<file path="config.mk">
export PLATFORM = sky130hd
export DESIGN_NAME = oddr_serializer_flat
export DESIGN_NICKNAME = d
export VERILOG_FILES = /design/src/rtl/oddr_serializer_if.sv /design/src/rtl/oddr_serializer.sv /design/src/flat_wrapper.sv
export SDC_FILE = /design/constraint.sdc
export NUM_CORES = 1
export LEC_CHECK = 0
export BUFFER_PORTS_ARGS = -buffer_cell sky130_fd_sc_hd__buf_2
export CAP_MARGIN = 25
export CORE_AREA = 5 5 42 44
export CTS_BUF_LIST = sky130_fd_sc_hd__clkbuf_2
export CTS_CLUSTER_SIZE = 8
export DETAILED_ROUTE_END_ITERATION = 16
export DIE_AREA = 0 0 47 49
export PLACE_DENSITY_LB_ADDON = 0.05
export SLEW_MARGIN = 40
export SYNTH_ARGS = -nofsm -noshare
export SYNTH_HDL_FRONTEND = slang
export SYNTH_SLANG_ARGS = --single-unit
</file>
<file path="constraint.sdc">
create_clock -name clk -period 1.7 [get_ports clk]
set_input_delay 0 -clock clk [delete_from_list [all_inputs] [get_ports clk]]
set_output_delay 0 -clock clk [all_outputs]
set_load 0.005 [all_outputs]
</file>
<file path="src/rtl/oddr_serializer_if.sv">
// oddr_serializer_if
// Word handshake between the MAC-side TX logic and the DDR serializer.
//   s_data  : WIDTH*RATIO bits. Lane n occupies s_data[n*RATIO +: RATIO], and bit 0 of each lane is sent first.
//   s_valid : the source has a word available.
//   s_ready : the serializer accepts the word on a posedge where s_valid & s_ready.
// The master modport is the word source. The slave modport is the serializer.
interface oddr_serializer_if #(
   parameter int WIDTH = 1,
   parameter int RATIO = 4
);
   logic [WIDTH*RATIO-1:0] s_data;
   logic                   s_valid;
   logic                   s_ready;

   modport master (output s_data, output s_valid, input s_ready);
   modport slave  (input s_data, input s_valid, output s_ready);
endinterface

</file>
<file path="src/rtl/oddr_serializer.sv">
// oddr_serializer
// Multi-lane output serializer with a built-in DDR output stage. It accepts one RATIO-bit word per
// lane and sends each word two bits per clock: an even bit in the high phase and an odd bit in the
// low phase. Between words it drives IDLE_LEVEL, or repeats a training pattern.
//   clk           : single clock. State updates on posedge. The low-phase output updates on negedge.
//   rst           : synchronous, active-high reset.
//   enable        : permits word acceptance. It takes effect at the next word boundary.
//   train_en      : requests training mode at the next word boundary.
//   train_pattern : RATIO-bit pattern sent on every lane while training.
//   s             : word handshake (slave side of oddr_serializer_if).
//   q             : DDR output lanes.
//   busy          : the serializer is sending a word or a training pattern.
//   underflow     : one-cycle pulse when a data word ends with no successor while enabled.
module oddr_serializer #(
   parameter int   WIDTH      = 1,
   parameter int   RATIO      = 4,
   parameter logic IDLE_LEVEL = 1'b0
) (
   input  logic               clk,
   input  logic               rst,
   input  logic               enable,
   input  logic               train_en,
   input  logic [RATIO-1:0]   train_pattern,
   oddr_serializer_if.slave   s,
   output logic [WIDTH-1:0]   q,
   output logic               busy,
   output logic               underflow
);
   localparam int SLOTS = RATIO / 2;
   localparam int CW    = (SLOTS > 1) ? $clog2(SLOTS) : 1;
   localparam logic [CW-1:0] LAST_SLOT = CW'(SLOTS - 1);

   localparam logic [1:0] ST_IDLE  = 2'd0;
   localparam logic [1:0] ST_RUN   = 2'd1;
   localparam logic [1:0] ST_TRAIN = 2'd2;

   logic [1:0]             state;
   logic [CW-1:0]          cnt;
   logic [WIDTH*RATIO-1:0] shreg;
   logic [WIDTH-1:0]       q_hi;
   logic [WIDTH-1:0]       lo_cap;
   logic [WIDTH-1:0]       q_lo;
   logic                   boundary;
   logic                   accept;

   // A new word can only start at a boundary. s_ready is combinational, so the next word is
   // taken on the same edge that starts the last slot of the current word, and words stream
   // without a gap.
   assign boundary  = (state == ST_IDLE) || (cnt == LAST_SLOT);
   assign s.s_ready = enable & ~train_en & boundary & ~rst;
   assign accept    = s.s_valid & s.s_ready;
   assign busy      = (state != ST_IDLE) & ~rst;
   assign underflow = (state == ST_RUN) & (cnt == LAST_SLOT) & enable & ~train_en
                      & ~s.s_valid & ~rst;

   // Control and shift registers. At a boundary a training request wins over a data word.
   // Between boundaries each lane shifts down by two, so the current slot's pair always sits
   // in bits [1:0] of that lane.
   always_ff @(posedge clk) begin
      if (rst) begin
         state <= ST_IDLE;
         cnt   <= '0;
         shreg <= '0;
      end else if (boundary) begin
         cnt <= '0;
         if (train_en) begin
            state <= ST_TRAIN;
            shreg <= {WIDTH{train_pattern}};
         end else if (accept) begin
            state <= ST_RUN;
            shreg <= s.s_data;
         end else begin
            state <= ST_IDLE;
         end
      end else begin
         cnt <= cnt + 1'b1;
         for (int n = 0; n < WIDTH; n++) begin
            shreg[n*RATIO +: RATIO] <= shreg[n*RATIO +: RATIO] >> 2;
         end
      end
   end

   // On posedge this captures both halves of the current slot. The high half goes out at once.
   // The low half waits in lo_cap for the falling edge. Reset loads the idle level here, so no
   // bits of an interrupted word ever reach the pins.
   always_ff @(posedge clk) begin
      if (rst || state == ST_IDLE) begin
         q_hi   <= {WIDTH{IDLE_LEVEL}};
         lo_cap <= {WIDTH{IDLE_LEVEL}};
      end else begin
         for (int n = 0; n < WIDTH; n++) begin
            q_hi[n]   <= shreg[n*RATIO];
            lo_cap[n] <= shreg[n*RATIO + 1];
         end
      end
   end

   // The low-phase register loads on the falling edge. Then each phase drives a value that was
   // stable before the phase began.
   always_ff @(negedge clk) begin
      q_lo <= lo_cap;
   end

   assign q = clk ? q_hi : q_lo;
endmodule

</file>
<file path="src/flat_wrapper.sv">
// flat-port wrapper written by rule: the top's interface ports become plain ports
module oddr_serializer_flat 
#(
   parameter int   WIDTH      = 1,
   parameter int   RATIO      = 4,
   parameter logic IDLE_LEVEL = 1'b0
)
  (clk, rst, enable, train_en, train_pattern, q, busy, underflow, s_s_data, s_s_valid, s_s_ready);
  oddr_serializer_if #(.WIDTH(WIDTH), .RATIO(RATIO)) s_i ();
  input  logic clk;
  input  logic rst;
  input  logic enable;
  input  logic train_en;
  input  logic [RATIO-1:0] train_pattern;
  output logic [WIDTH-1:0] q;
  output logic busy;
  output logic underflow;
  input wire logic [$bits(s_i.s_data)-1:0] s_s_data;
  input wire logic [$bits(s_i.s_valid)-1:0] s_s_valid;
  output wire logic [$bits(s_i.s_ready)-1:0] s_s_ready;
  assign s_i.s_data = s_s_data;
  assign s_i.s_valid = s_s_valid;
  assign s_s_ready = s_i.s_ready;
  oddr_serializer #(.WIDTH(WIDTH), .RATIO(RATIO), .IDLE_LEVEL(IDLE_LEVEL)) u_core (.clk(clk), .rst(rst), .enable(enable), .train_en(train_en), .train_pattern(train_pattern), .s(s_i), .q(q), .busy(busy), .underflow(underflow));
endmodule
</file>
# [Word-level counts from Yosys, hierarchy flattened]
# Index checks and enable logic that the tools add are counted.
# Widths: inputs -> output; s select.
[word_totals] reg_bits=10 in_bits=13 out_inout_bits=4 wordCells=37
[classes] addsub=1 eq_ne=2 muxes=6 bitwise=14 reduce_logical=7
[ops] cell="$and 1x1->1" count=10
[ops] cell="$mux 4" count=2
[ops] cell="$mux 2" count=2
[ops] cell="$not 1->1" count=4
[ops] cell="$reduce_bool 2->1" count=2
[ops] cell="$reduce_or 2->1" count=2
[ops] cell="$ne 3x3->1 const B" count=1
[ops] cell="$eq 2x1->1 const B" count=1
[ops] cell="$logic_not 2->1" count=1
[ops] cell="$logic_or 1x1->1" count=2
[ops] cell="$mux 1" count=2
[ops] cell="$add 1x1->1 const B" count=1

# [Depth between registers and ports, before layout]
[depth] depth_word=8 ltp_mapped=4 depth_no_buf=3

==> impl_summary.log <==
[metrics] outcome: finished with violations
[metrics] violations in the final reports: negative setup slack
[metrics] delay-heaviest family, CP: flip-flops
[metrics] overflow left after global routing: 0
[metrics] CP bufs+invs: 1
[metrics] register bit count reported by yosys: 10
[metrics] Crit Path Class: flop to output pin
[metrics] drt first-iter violations: 9
[metrics] final critical-path setup slack: -187 ps
[metrics] class of the most critical hold timing path: primary input to flop
[metrics] flop2flop setup slack: 140 ps
[metrics] combined area of the multi-input logic cells: approximately 260 um^2
[metrics] setup repair after global routing missed its margin: yes
[metrics] average cell area after synthesis: 9.04 um^2
[metrics] most frequent cells after synthesis: 10 x dfxtp_1, 6 x nor2_1, 5 x nor4_1, 4 x nor2b_1, 3 x nand3b_1
[metrics] number of setup buffers added after CTS: 0
[metrics] capture endpoint of the worst hold path: u_core.shreg[3]
[metrics] number of nets produced by synthesis: 66
[metrics] count of input and output buffers: 16
[metrics] headroom to the max-slew limit: 81.8%
[metrics] storage element area: approximately 200 um^2
[metrics] Worst Min Path Start: s_s_data[3]
[metrics] clk_lat worst skew: 380 ps
[metrics] post-synthesis instance total: 53
[metrics] share of flip-flops with an asynchronous set or reset: 0%
[metrics] vias in the first global route: 443
[metrics] Cell Chain, Critical Path: mux2_2 > buf_2
[metrics] arrival time worst endpoint: 1890 ps
[metrics] leakage dissipation: about 0.3 nW
[metrics] max-capacitance violation count: 0
[metrics] ANT nets after route: 0
[metrics] Overall Global Routing Usage: 10.8%
[metrics] top_reg_cell synth: dfxtp_1
[metrics] die area: 2300 um^2
[metrics] horizontal die dimension: 47 um
[metrics] fraction of final layout cells sized beyond drive strength 1: 32.9%
[metrics] total chip power: 571 uW
[metrics] CTS tree: done
[metrics] Final Hold Vio Count: 0
[metrics] cell type with the highest aggregate area in the netlist: dfxtp_1
[metrics] startpoint type of the worst setup path: flop
[metrics] GPL Wtd Cong: 0.742
[metrics] cell with the most instances after synthesis: dfxtp_1
[metrics] maximum cell stage delay along the critical path: 290 ps
[metrics] number of distinct library cells after synthesis: 23
[metrics] floorplan die height: 49 um
[metrics] slowest cell on the critical path: dfxtp_1
[metrics] depth of the worst register-to-register path: 3
[metrics] DRC violation count after routing: 0
[metrics] area grow syn2layout: 38.1%
[metrics] Final #Nets: 93
[metrics] number of synthesized flops with an enable pin: 0
[metrics] share of the synthesized area in the top cell type: 41.8%
[metrics] Starting Density: 34.2%
[metrics] I/O Pins: 17
[metrics] maximum vdd drop: 0.306 mV
[metrics] placement-stage worst setup slack: 215 ps
[metrics] sequential share of the synthesized area: between 40% and 50%
[metrics] final max-slew violation count: 0
[metrics] detailed-route via count: 462
[metrics] core area: 1400 um^2
[metrics] summed negative setup slack over all endpoints: -187 ps
[metrics] depth of the worst hold-timing path: 3
[metrics] capturing point of the worst reg2reg path: u_core.shreg[1]
[metrics] largest fanout on the critical path: 1
[metrics] Synth Cell Area: 479 um^2
[metrics] leading post-synthesis cells by cell area: dfxtp_1 42%, nor4_1 6.5%, nor2b_1 5.2%, nand3b_1 4.7%, nor2_1 4.7%
[metrics] critical path capture point type: output pin
[metrics] slew of the pin with the lowest slew margin: around 270 ps
[metrics] CP Data Required Time: about 1700 ps
[metrics] number of setup violations in the final report: 1
[metrics] number of detailed-routing iterations run before antenna repair: 4
[metrics] Layout Skew: 46.4 ps
[metrics] areal power density over the cells: around 860 nW/um^2
[metrics] Vias/cell: 4.86
[metrics] first-pass GRT wire length: 1.74 mm
[metrics] Filler Cell Count: 162
[metrics] DR WL/cell: 11.4 um
[metrics] dpl hpwl: approximately 760 um
[metrics] number of placement rows: 14
[metrics] count of warnings emitted by yosys: 0
[metrics] instance count on the critical path: 2
[metrics] clock-pin transition on the worst setup and hold timing paths: 120 ps
[metrics] worst r2r src: u_core.state[0]
[metrics] number of antenna violations at the first check in global routing: 0
[metrics] pin count of the biggest net entering global routing: 14
[metrics] antenna fix cells: 0
[metrics] sum of routed wire length over all layers: 1.08 mm
## state kept, by name, summed over array words and instances, names as in the netlist
name and cells:
u_core.q_hi 1, u_core.lo_cap 1, u_core.cnt 1, u_core.shreg 4
u_core.state 2, u_core.q_lo 1
## layout make-up
cell class | instances | area share (%)
Clock buffer | 7 | 5.29
Clock inverter | 2 | 1.13
Multi-Input combinational cell | 39 | 39.9
Sequential cell | 10 | 30.2
Tap cell | 16 | 3.02
Timing Repair Buffer | 21 | 20.4
## cells by family after synthesis
kind of cell | count (synthesis) | synth area share [%]
and+or+nand+nor | 29 | 37.1
DFF | 10 | 41.8
buffers and inverters | 4 | 4.70
muxes | 1 | 2.35
AOI/OAI and AO/OA | 9 | 14.1
## worst max path at each step
stage                      from  endpoint  slack, ps
floorplan           u_core.q_lo         q        320
global placement    u_core.q_lo         q        220
detailed placement  u_core.q_lo         q        210
CTS                 u_core.q_lo         q       -210
global route        u_core.q_lo         q       -240
finish              u_core.q_lo         q       -190
## placed cells by master, fill, tap and decap left out, types with 2 or more instances in the layout
master / n
and2_1: 2
a21oi_1: 2
o21a_1: 2
buf_2: 16
nor4_1: 5
clkbuf_2: 6
nor2_1: 6
nand3b_1: 3
dlygate4sd3_1: 6
and4b_1: 2
a211oi_1: 2
dfxtp_1: 10
nor2b_1: 4
## tightest hold or removal path: cells and delay by family
family,cells,cell delay (ps)
and+or+nand+nor,2,230
buffers and inverters,1,80
## routing by layer
| metal | track usage [%] | wire length, um | vias to the layer above |
|---|---|---|---|
| li1 | - | - | 246 |
| met1 | 13.2 | 517 | 205 |
| met2 | 14.5 | 490 | 11 |
| met3 | 5.90 | 72 | 0 |
| met4 | 5.99 | 0 | 0 |
| met5 | 0 | 0 | - |
## repair_timing
item / 4_1_cts / 5_1_grt
resized for setup: 0 / 2
endpoints found under the setup margin: 1 / 2
hold buffers: 6 / 0
endpoints found under the hold margin: 7 / 0
## stage by stage
step	utilization [%]	hold WS [ps]	instance area, um^2	std cells
2_1_floorplan	-	35.3	479	53
3_3_place_gp	40.0	214	561	82
3_5_place_dp	40.0	214	561	82
4_1_cts	46.7	5.78	654	95
5_1_grt	47.2	58.5	662	95
6_report	47.2	16.2	662	95
## where the power goes
part | total, mW | internal [mW] | switching [mW]
clock | 0.228 | 0.112 | 0.116
combinational | 0.0847 | 0.0462 | 0.0385
sequential | 0.258 | 0.249 | 0.00850
No activity file was read; power rests on OpenSTA's default activity.
